## src/rtl/fe_fetch_unit.sv

```systemverilog
// Instruction fetch unit: one outstanding imem request at a time, a single
// registered output slot toward decode, and redirect handling that discards
// any response belonging to the abandoned control-flow path.
module fe_fetch_unit #(
   parameter logic [31:0] RESET_PC = 32'h0040_0000,
   parameter int unsigned PC_STEP  = 4
) (
   input  logic        clk,
   input  logic        rst_n,
   output logic        imem_req_o,
   output logic [31:0] imem_addr_o,
   input  logic        imem_gnt_i,
   input  logic        imem_rvalid_i,
   input  logic [31:0] imem_rdata_i,
   input  logic        redirect_i,
   input  logic [31:0] redirect_pc_i,
   output logic        if_valid_o,
   input  logic        if_ready_i,
   output logic [31:0] if_instr_o,
   output logic [31:0] if_pc_o,
   output logic [31:0] if_pc_next_o,
   output logic        if_illegal_o,
   output logic [31:0] fetch_cnt_o
);

   localparam logic [31:0] STEP = 32'(PC_STEP);
   localparam logic [31:0] NOP  = 32'h0000_0013;

   typedef enum logic [2:0] {RST_S, REQ_S, WAIT_S, OUT_S, DRAIN_S} state_e;

   state_e      state_q, state_d;
   logic [31:0] pc_q, pc_d;
   logic [31:0] instr_q, instr_d;
   logic [31:0] if_pc_q, if_pc_d;
   logic [31:0] if_pc_next_q, if_pc_next_d;
   logic        illegal_q, illegal_d;
   logic [31:0] cnt_q, cnt_d;

   // Every valid RV32I base opcode ends in 2'b11, so a word whose low bits
   // are not 2'b11 falls through to the default and is flagged as well.
   function automatic logic is_illegal(input logic [31:0] w);
      case (w[6:0])
         7'b0110011, 7'b0010011, 7'b0000011, 7'b1100111, 7'b1110011,
         7'b0100011, 7'b1100011, 7'b1101111, 7'b0110111, 7'b0010111:
            is_illegal = 1'b0;
         default:
            is_illegal = 1'b1;
      endcase
   endfunction

   // State register.
   always_ff @(posedge clk) begin
      // NOTE: sequential state uses non-blocking assignments so every flop
      // samples the pre-edge value of its inputs regardless of block order.
      if (!rst_n) state_q <= RST_S;
      else        state_q <= state_d;
   end

   // Next-state logic; a redirect always wins and any response in flight at
   // that moment is routed through DRAIN_S so it can never reach decode.
   always_comb begin
      // NOTE: the default at the top of a combinational block keeps every
      // path assigned, so no latch is inferred.
      state_d = state_q;
      case (state_q)
         RST_S:   state_d = REQ_S;
         REQ_S: begin
            if (redirect_i)      state_d = imem_gnt_i ? DRAIN_S : REQ_S;
            else if (imem_gnt_i) state_d = WAIT_S;
         end
         WAIT_S: begin
            if (redirect_i)         state_d = imem_rvalid_i ? REQ_S : DRAIN_S;
            else if (imem_rvalid_i) state_d = OUT_S;
         end
         OUT_S: begin
            if (redirect_i || if_ready_i) state_d = REQ_S;
         end
         DRAIN_S: begin
            if (imem_rvalid_i) state_d = REQ_S;
         end
         default: state_d = RST_S;
      endcase
   end

   // Datapath next values: capture on a kept response, count on handshake.
   always_comb begin
      pc_d         = pc_q;
      instr_d      = instr_q;
      if_pc_d      = if_pc_q;
      if_pc_next_d = if_pc_next_q;
      illegal_d    = illegal_q;
      cnt_d        = cnt_q;
      if (state_q == WAIT_S && imem_rvalid_i && !redirect_i) begin
         instr_d      = imem_rdata_i;
         if_pc_d      = pc_q;
         if_pc_next_d = pc_q + STEP;
         illegal_d    = is_illegal(imem_rdata_i);
         pc_d         = pc_q + STEP;
      end
      if (state_q == OUT_S && if_ready_i && !redirect_i) cnt_d = cnt_q + 32'd1;
      if (redirect_i) pc_d = {redirect_pc_i[31:2], 2'b00};
   end

   // Datapath registers.
   always_ff @(posedge clk) begin
      // NOTE: these are plain flops, not a memory array, so all of them get a
      // defined reset value and decode sees a NOP at a known PC.
      if (!rst_n) begin
         pc_q         <= RESET_PC;
         instr_q      <= NOP;
         if_pc_q      <= RESET_PC;
         if_pc_next_q <= RESET_PC + STEP;
         illegal_q    <= 1'b0;
         cnt_q        <= '0;
      end else begin
         pc_q         <= pc_d;
         instr_q      <= instr_d;
         if_pc_q      <= if_pc_d;
         if_pc_next_q <= if_pc_next_d;
         illegal_q    <= illegal_d;
         cnt_q        <= cnt_d;
      end
   end

   // Outputs decoded from the current state plus registered datapath values.
   always_comb begin
      imem_req_o   = (state_q == REQ_S);
      if_valid_o   = (state_q == OUT_S);
      imem_addr_o  = pc_q;
      if_instr_o   = instr_q;
      if_pc_o      = if_pc_q;
      if_pc_next_o = if_pc_next_q;
      if_illegal_o = illegal_q;
      fetch_cnt_o  = cnt_q;
   end

endmodule

```

## config.mk

```make
export PLATFORM = sky130hd
export DESIGN_NAME = fe_fetch_unit
export DESIGN_NICKNAME = d
export VERILOG_FILES = /design/src/rtl/fe_fetch_unit.sv
export SDC_FILE = /design/constraint.sdc
export NUM_CORES = 1
export LEC_CHECK = 0
export CORE_MARGIN = 2
export CORE_UTILIZATION = 51
export CTS_BUF_LIST = sky130_fd_sc_hd__clkbuf_16
export CTS_CLUSTER_DIAMETER = 200
export DETAILED_ROUTE_END_ITERATION = 10
export PLACE_DENSITY_LB_ADDON = 0.12
export SKIP_CTS_REPAIR_TIMING = 1
export SYNTH_ARGS = -nofsm -noshare
export SYNTH_HDL_FRONTEND = slang
export SYNTH_SLANG_ARGS = --single-unit
```

## constraint.sdc

```tcl
create_clock -name clk -period 3.4 [get_ports clk]
set_input_delay 1.02 -clock clk [delete_from_list [all_inputs] [get_ports clk]]
set_output_delay 1.02 -clock clk [all_outputs]
set_load 0.05 [all_outputs]
```

; Word-level counts from Yosys, hierarchy flattened
; Cells that the tools add are included.
[totals]
regBits = 164
input_bits = 70
out_inout_bits = 163
elab_cells = 52
[classes]
add_sub_neg = 2
n_eq_ne = 18
n_mux = 12
n_bitwise = 1
reduce_logical = 11
[ops]
columns = cell, count
row1 = $mux 32, 2
row2 = $add 32x1->32 const B, 1
row3 = $add 32x3->32 const B, 1
row4 = $eq 7x7->1 const B, 4
row5 = $mux 3, 8
row6 = $eq 7x6->1 const B, 3
row7 = $pmux 3 s5, 1
row8 = $eq 7x5->1 const B, 2
row9 = $reduce_or 10->1, 1
row10 = $eq 7x2->1 const B, 1
row11 = $eq 3x2->1 const B, 2
row12 = $logic_and 1x1->1, 4
row13 = $reduce_and 4->1, 1
row14 = $eq 3x1->1 const B, 1
row15 = $eq 3x3->1 const B, 1
row16 = $logic_not 3->1, 1
row17 = $ne 3x1->1 const B, 1
row18 = $ne 3x3->1 const B, 1
row19 = $ne 2x1->1 const B, 1
row20 = $ne 2x2->1 const B, 1
row21 = $reduce_bool 2->1, 1
row22 = $reduce_or 2->1, 1
row23 = $logic_not 1->1, 1
row24 = $logic_or 1x1->1, 1
row25 = other kinds (2), 2

; Depth between registers and ports, before layout
[depth]
ltp_word = 5
mapped_depth = 8
mapped_depth_nobuf = 5

; Least setup slack after synthesis
; OpenSTA, ideal clock, no wires.
[synth_path]
path_kind = flip-flop to output port
from = register state_q[0]
to = output imem_req_o
arrival_time_ns = 1.666
t_required_ns = 2.380
setup_slack_ns = 0.714
path_stages_with_launch = 3
path_buffers = 1
cell_sequence = dfxtp_1 -> clkbuf_2 -> nor3b_1
[synth_via]
elab_chain_len = 1
[synth_rtl]
columns = item, line_no
row1 = start: declaration, 31  ; state_e state_q, state_d;
row2 = start signal: assignment, 56  ; else state_q <= state_d;
row3 = $eq 3x1->1, 127  ; imem_req_o = (state_q == REQ_S);
row4 = end: declaration, 10  ; output logic imem_req_o,
; No other way between the ends.

; Final worst setup path
[layout_path]
from = register state_q[1]
to = output if_valid_o
[layout_via]
elab_chain_len = 1
[layout_rtl]
columns = item, line_no
row1 = $eq 3x2->1, 128  ; if_valid_o = (state_q == OUT_S);
row2 = end: declaration, 17  ; output logic if_valid_o,
; No other way between the ends.

==> out/metrics.yaml <==
synth:
  synth_edf_count: 0
  postSynth.asyncResetShare_pct: 0
  syn_avg_cell_area_um2: 8.00
  yosys_warnings: 0
  syn_area_um2: 7440
  synth_cells: 930
  synthFlopType: "dfxtp_1"
  synthDistinctLibCells: 56
  ys_seq_area_share_pct: 42.5
  yosys_register_bits: 158
route:
  wl_per_cell_um: 17.1
  drt_iter0_drc: 759
  routed_wl_um: 22300
  ant_nets: 0
  drt_first_pass_iters: 6
  drt_drc_violations_left: 0
  routed_via_density: 5.89
  vias: 7687
worst_setup_path:
  required_ps: 2380
  critPathKind: "reg2out"
  cp_data_arrival_time_ps: 2220
  critical_path.max_fanout: 11
  start_kind: "flip-flop"
  end_kind: "output port"
sta:
  setup-violations-final: 0
  rsz0062_at_grt: "no"
  final.min_clock_period_ps: 3240
  fmax_mhz: 309
  finalCritPeriodShare_pct: 95.2
  slew-limit-headroom_pct: 49.8
  report.final.slew_viol_count: 0
  worstMarginPinSlew_ps: 753
  hold_slack_ps: 452
  hold_viol: 0
  fin_worst_skew_ps: 11.3
  finalWorstSetupSlack_ps: 163
  timing.setup.tns_ps: 0
final_layout:
  layout_common_cells: "clkdlybuf4s50_1, nand2_1, dfxtp_1"
  final_common_cell: "clkdlybuf4s50_1"
  final_util_pct: 72.1
  final_area_um2: 10400
  n_fill_cell: 1145
  nets: 1180
  drive_gt1_share_pct: 5.17
  syn_to_final_growth_pct: 39.3
  finalNonFillerCells: 1305
  n_antenna_cell: 0
global_route:
  grt_start_max_net_pins: 81
  track_usage_pct: 28.2
  grt_remaining_overflow: 0
  grt_pass1_wl_um: 35900
  grt_pass1_vias: 6851
  antenna_found_initial: 0
place:
  port_buffers: 224
  placed_area_um2: 9720
  place_hpwl_um: 15000
  place_ws_ps: 319
  placed_cells: 1273
  routabilityCongestion: 0.852
floorplanning:
  start_util_pct: 51.8
  core_um2: 14400
  fp.dieW_um: 125
  ios: 233
  dieArea_um2: 15600
  num_rows: 44
  fp.dieH_um: 125
pwr:
  clkPwrFrac_pct: 46.3
  powerDensity_nw_per_um2: 435
  sw_frac_of_total_pct: 25.1
  leakage_nw: 3.44
  ir_drop_mv: 0.340
  intPower_mw: 3.38
  sequentialPowerShare_pct: 43.2
  total_power_mw: 4.50
  combPwrFrac_pct: 10.5
  p_switching_mw: 1.13
cts:
  clock-root-buffer: "clkbuf_16"
  clk_pin_slew_ps: 60
  clk_latency_ps: 420
  cts.sinks: 158
  clock_path_buffers: 2
  cts_buffers: 17
  cts_tree: "yes"
  h-tree-depth: 4
outcome:
  outcome: "completed"
job:
  max-cap-violations: 0
worst_hold_path:
  hp-class: "reg2reg"
==> worst paths after layout <==
| check | startpoint | to | slack (ps) | cells past startpoint |
|---|---|---|---|---|
| setup reg to reg | imem_addr_o[5] | if_pc_next_o[19] | 950 | 4 |
| hold reg to reg | if_pc_o[14] | if_pc_o[14] | 450 | 2 |
| hold / removal | if_pc_o[14] | if_pc_o[14] | 450 | 2 |
| setup / recovery | state_q[1] | if_valid_o | 160 | 3 |
==> sequential cells by signal, indices dropped and copies added, names as in the netlist <==
name	count
if_pc_next_o	30
fetch_cnt_o	32
state_q	3
if_pc_o	30
if_illegal_o	1
if_instr_o	32
imem_addr_o	30
==> power groups by stage <==
stage          combinational (mW)  sequential, mW  clock, mW
2_1_floorplan               0.186            2.07          0
3_3_place_gp                0.466            1.98          0
3_5_place_dp                0.468            1.99          0
4_1_cts                     0.471            1.94       2.11
5_1_grt                     0.500            1.95       2.20
6_report                    0.472            1.95       2.09
==> cells in the mapped netlist (3+ instances only) <==
master / n / area, um^2
a311oi_1: 12 / 105
or3_1: 15 / 93.8
nand4_1: 26 / 163
o41ai_1: 9 / 78.8
xnor2_1: 14 / 123
a211oi_1: 14 / 105
nor2_1: 45 / 169
nor4b_1: 3 / 26.3
a31oi_1: 13 / 81.3
nor4_1: 12 / 75.1
o21ai_0: 45 / 225
mux2i_1: 6 / 60.1
a21oi_1: 84 / 420
a32oi_1: 3 / 26.3
dfxtp_1: 158 / 3160
and4_1: 17 / 149
buf_4: 7 / 52.6
o211ai_1: 5 / 37.5
xor2_1: 13 / 114
nor2b_1: 4 / 25.0
inv_1: 16 / 60.1
o311ai_0: 10 / 87.6
buf_2: 19 / 95.1
or4_1: 20 / 150
buf_1: 3 / 11.3
nand2b_1: 14 / 87.6
o31ai_1: 18 / 135
and3_1: 14 / 87.6
nor3_1: 17 / 85.1
nand2_1: 160 / 601
and2_1: 6 / 37.5
o21a_1: 3 / 22.5
nand3_1: 37 / 185
clkbuf_1: 58 / 218
==> final cells by class <==
cell class / instances / area (um^2) / share of cell area (%)
sequential: 158 / 3160 / 30.5
clock inverter: 15 / 220 / 2.12
tap: 184 / 230 / 2.22
multi-input combinational: 670 / 3840 / 37.0
inverter: 17 / 65.1 / 0.628
clock buffer: 17 / 425 / 4.10
timing repair buffer: 244 / 2420 / 23.4
==> cell families after synthesis <==
kind of cell | share of synthesized area [%]
buffers and inverters | 6.29
other | 0.0504
adder cells (fa/ha/maj) | 0.336
XOR/XNOR | 3.18
flip-flops | 42.5
AND/OR/NAND/NOR | 27.4
AO/OA/AOI/OAI | 19.4
multiplexers | 0.807
==> layer usage <==
layer | global-route usage (%) | up-vias | part of all wire, %
li1 | - | 3722 | -
met1 | 37.9 | 3571 | 43
met2 | 43.1 | 352 | 45
met3 | 8.89 | 42 | 9.4
met4 | 9.45 | 0 | 2.2
met5 | 0 | - | 0
==> critical path: stages (launching register included) <==
cell and delay, ps:
dfxtp_1 500, nand3b_1 240, inv_2 220, clkdlybuf4s50_1 840
No activity file was read; power rests on OpenSTA's default activity.
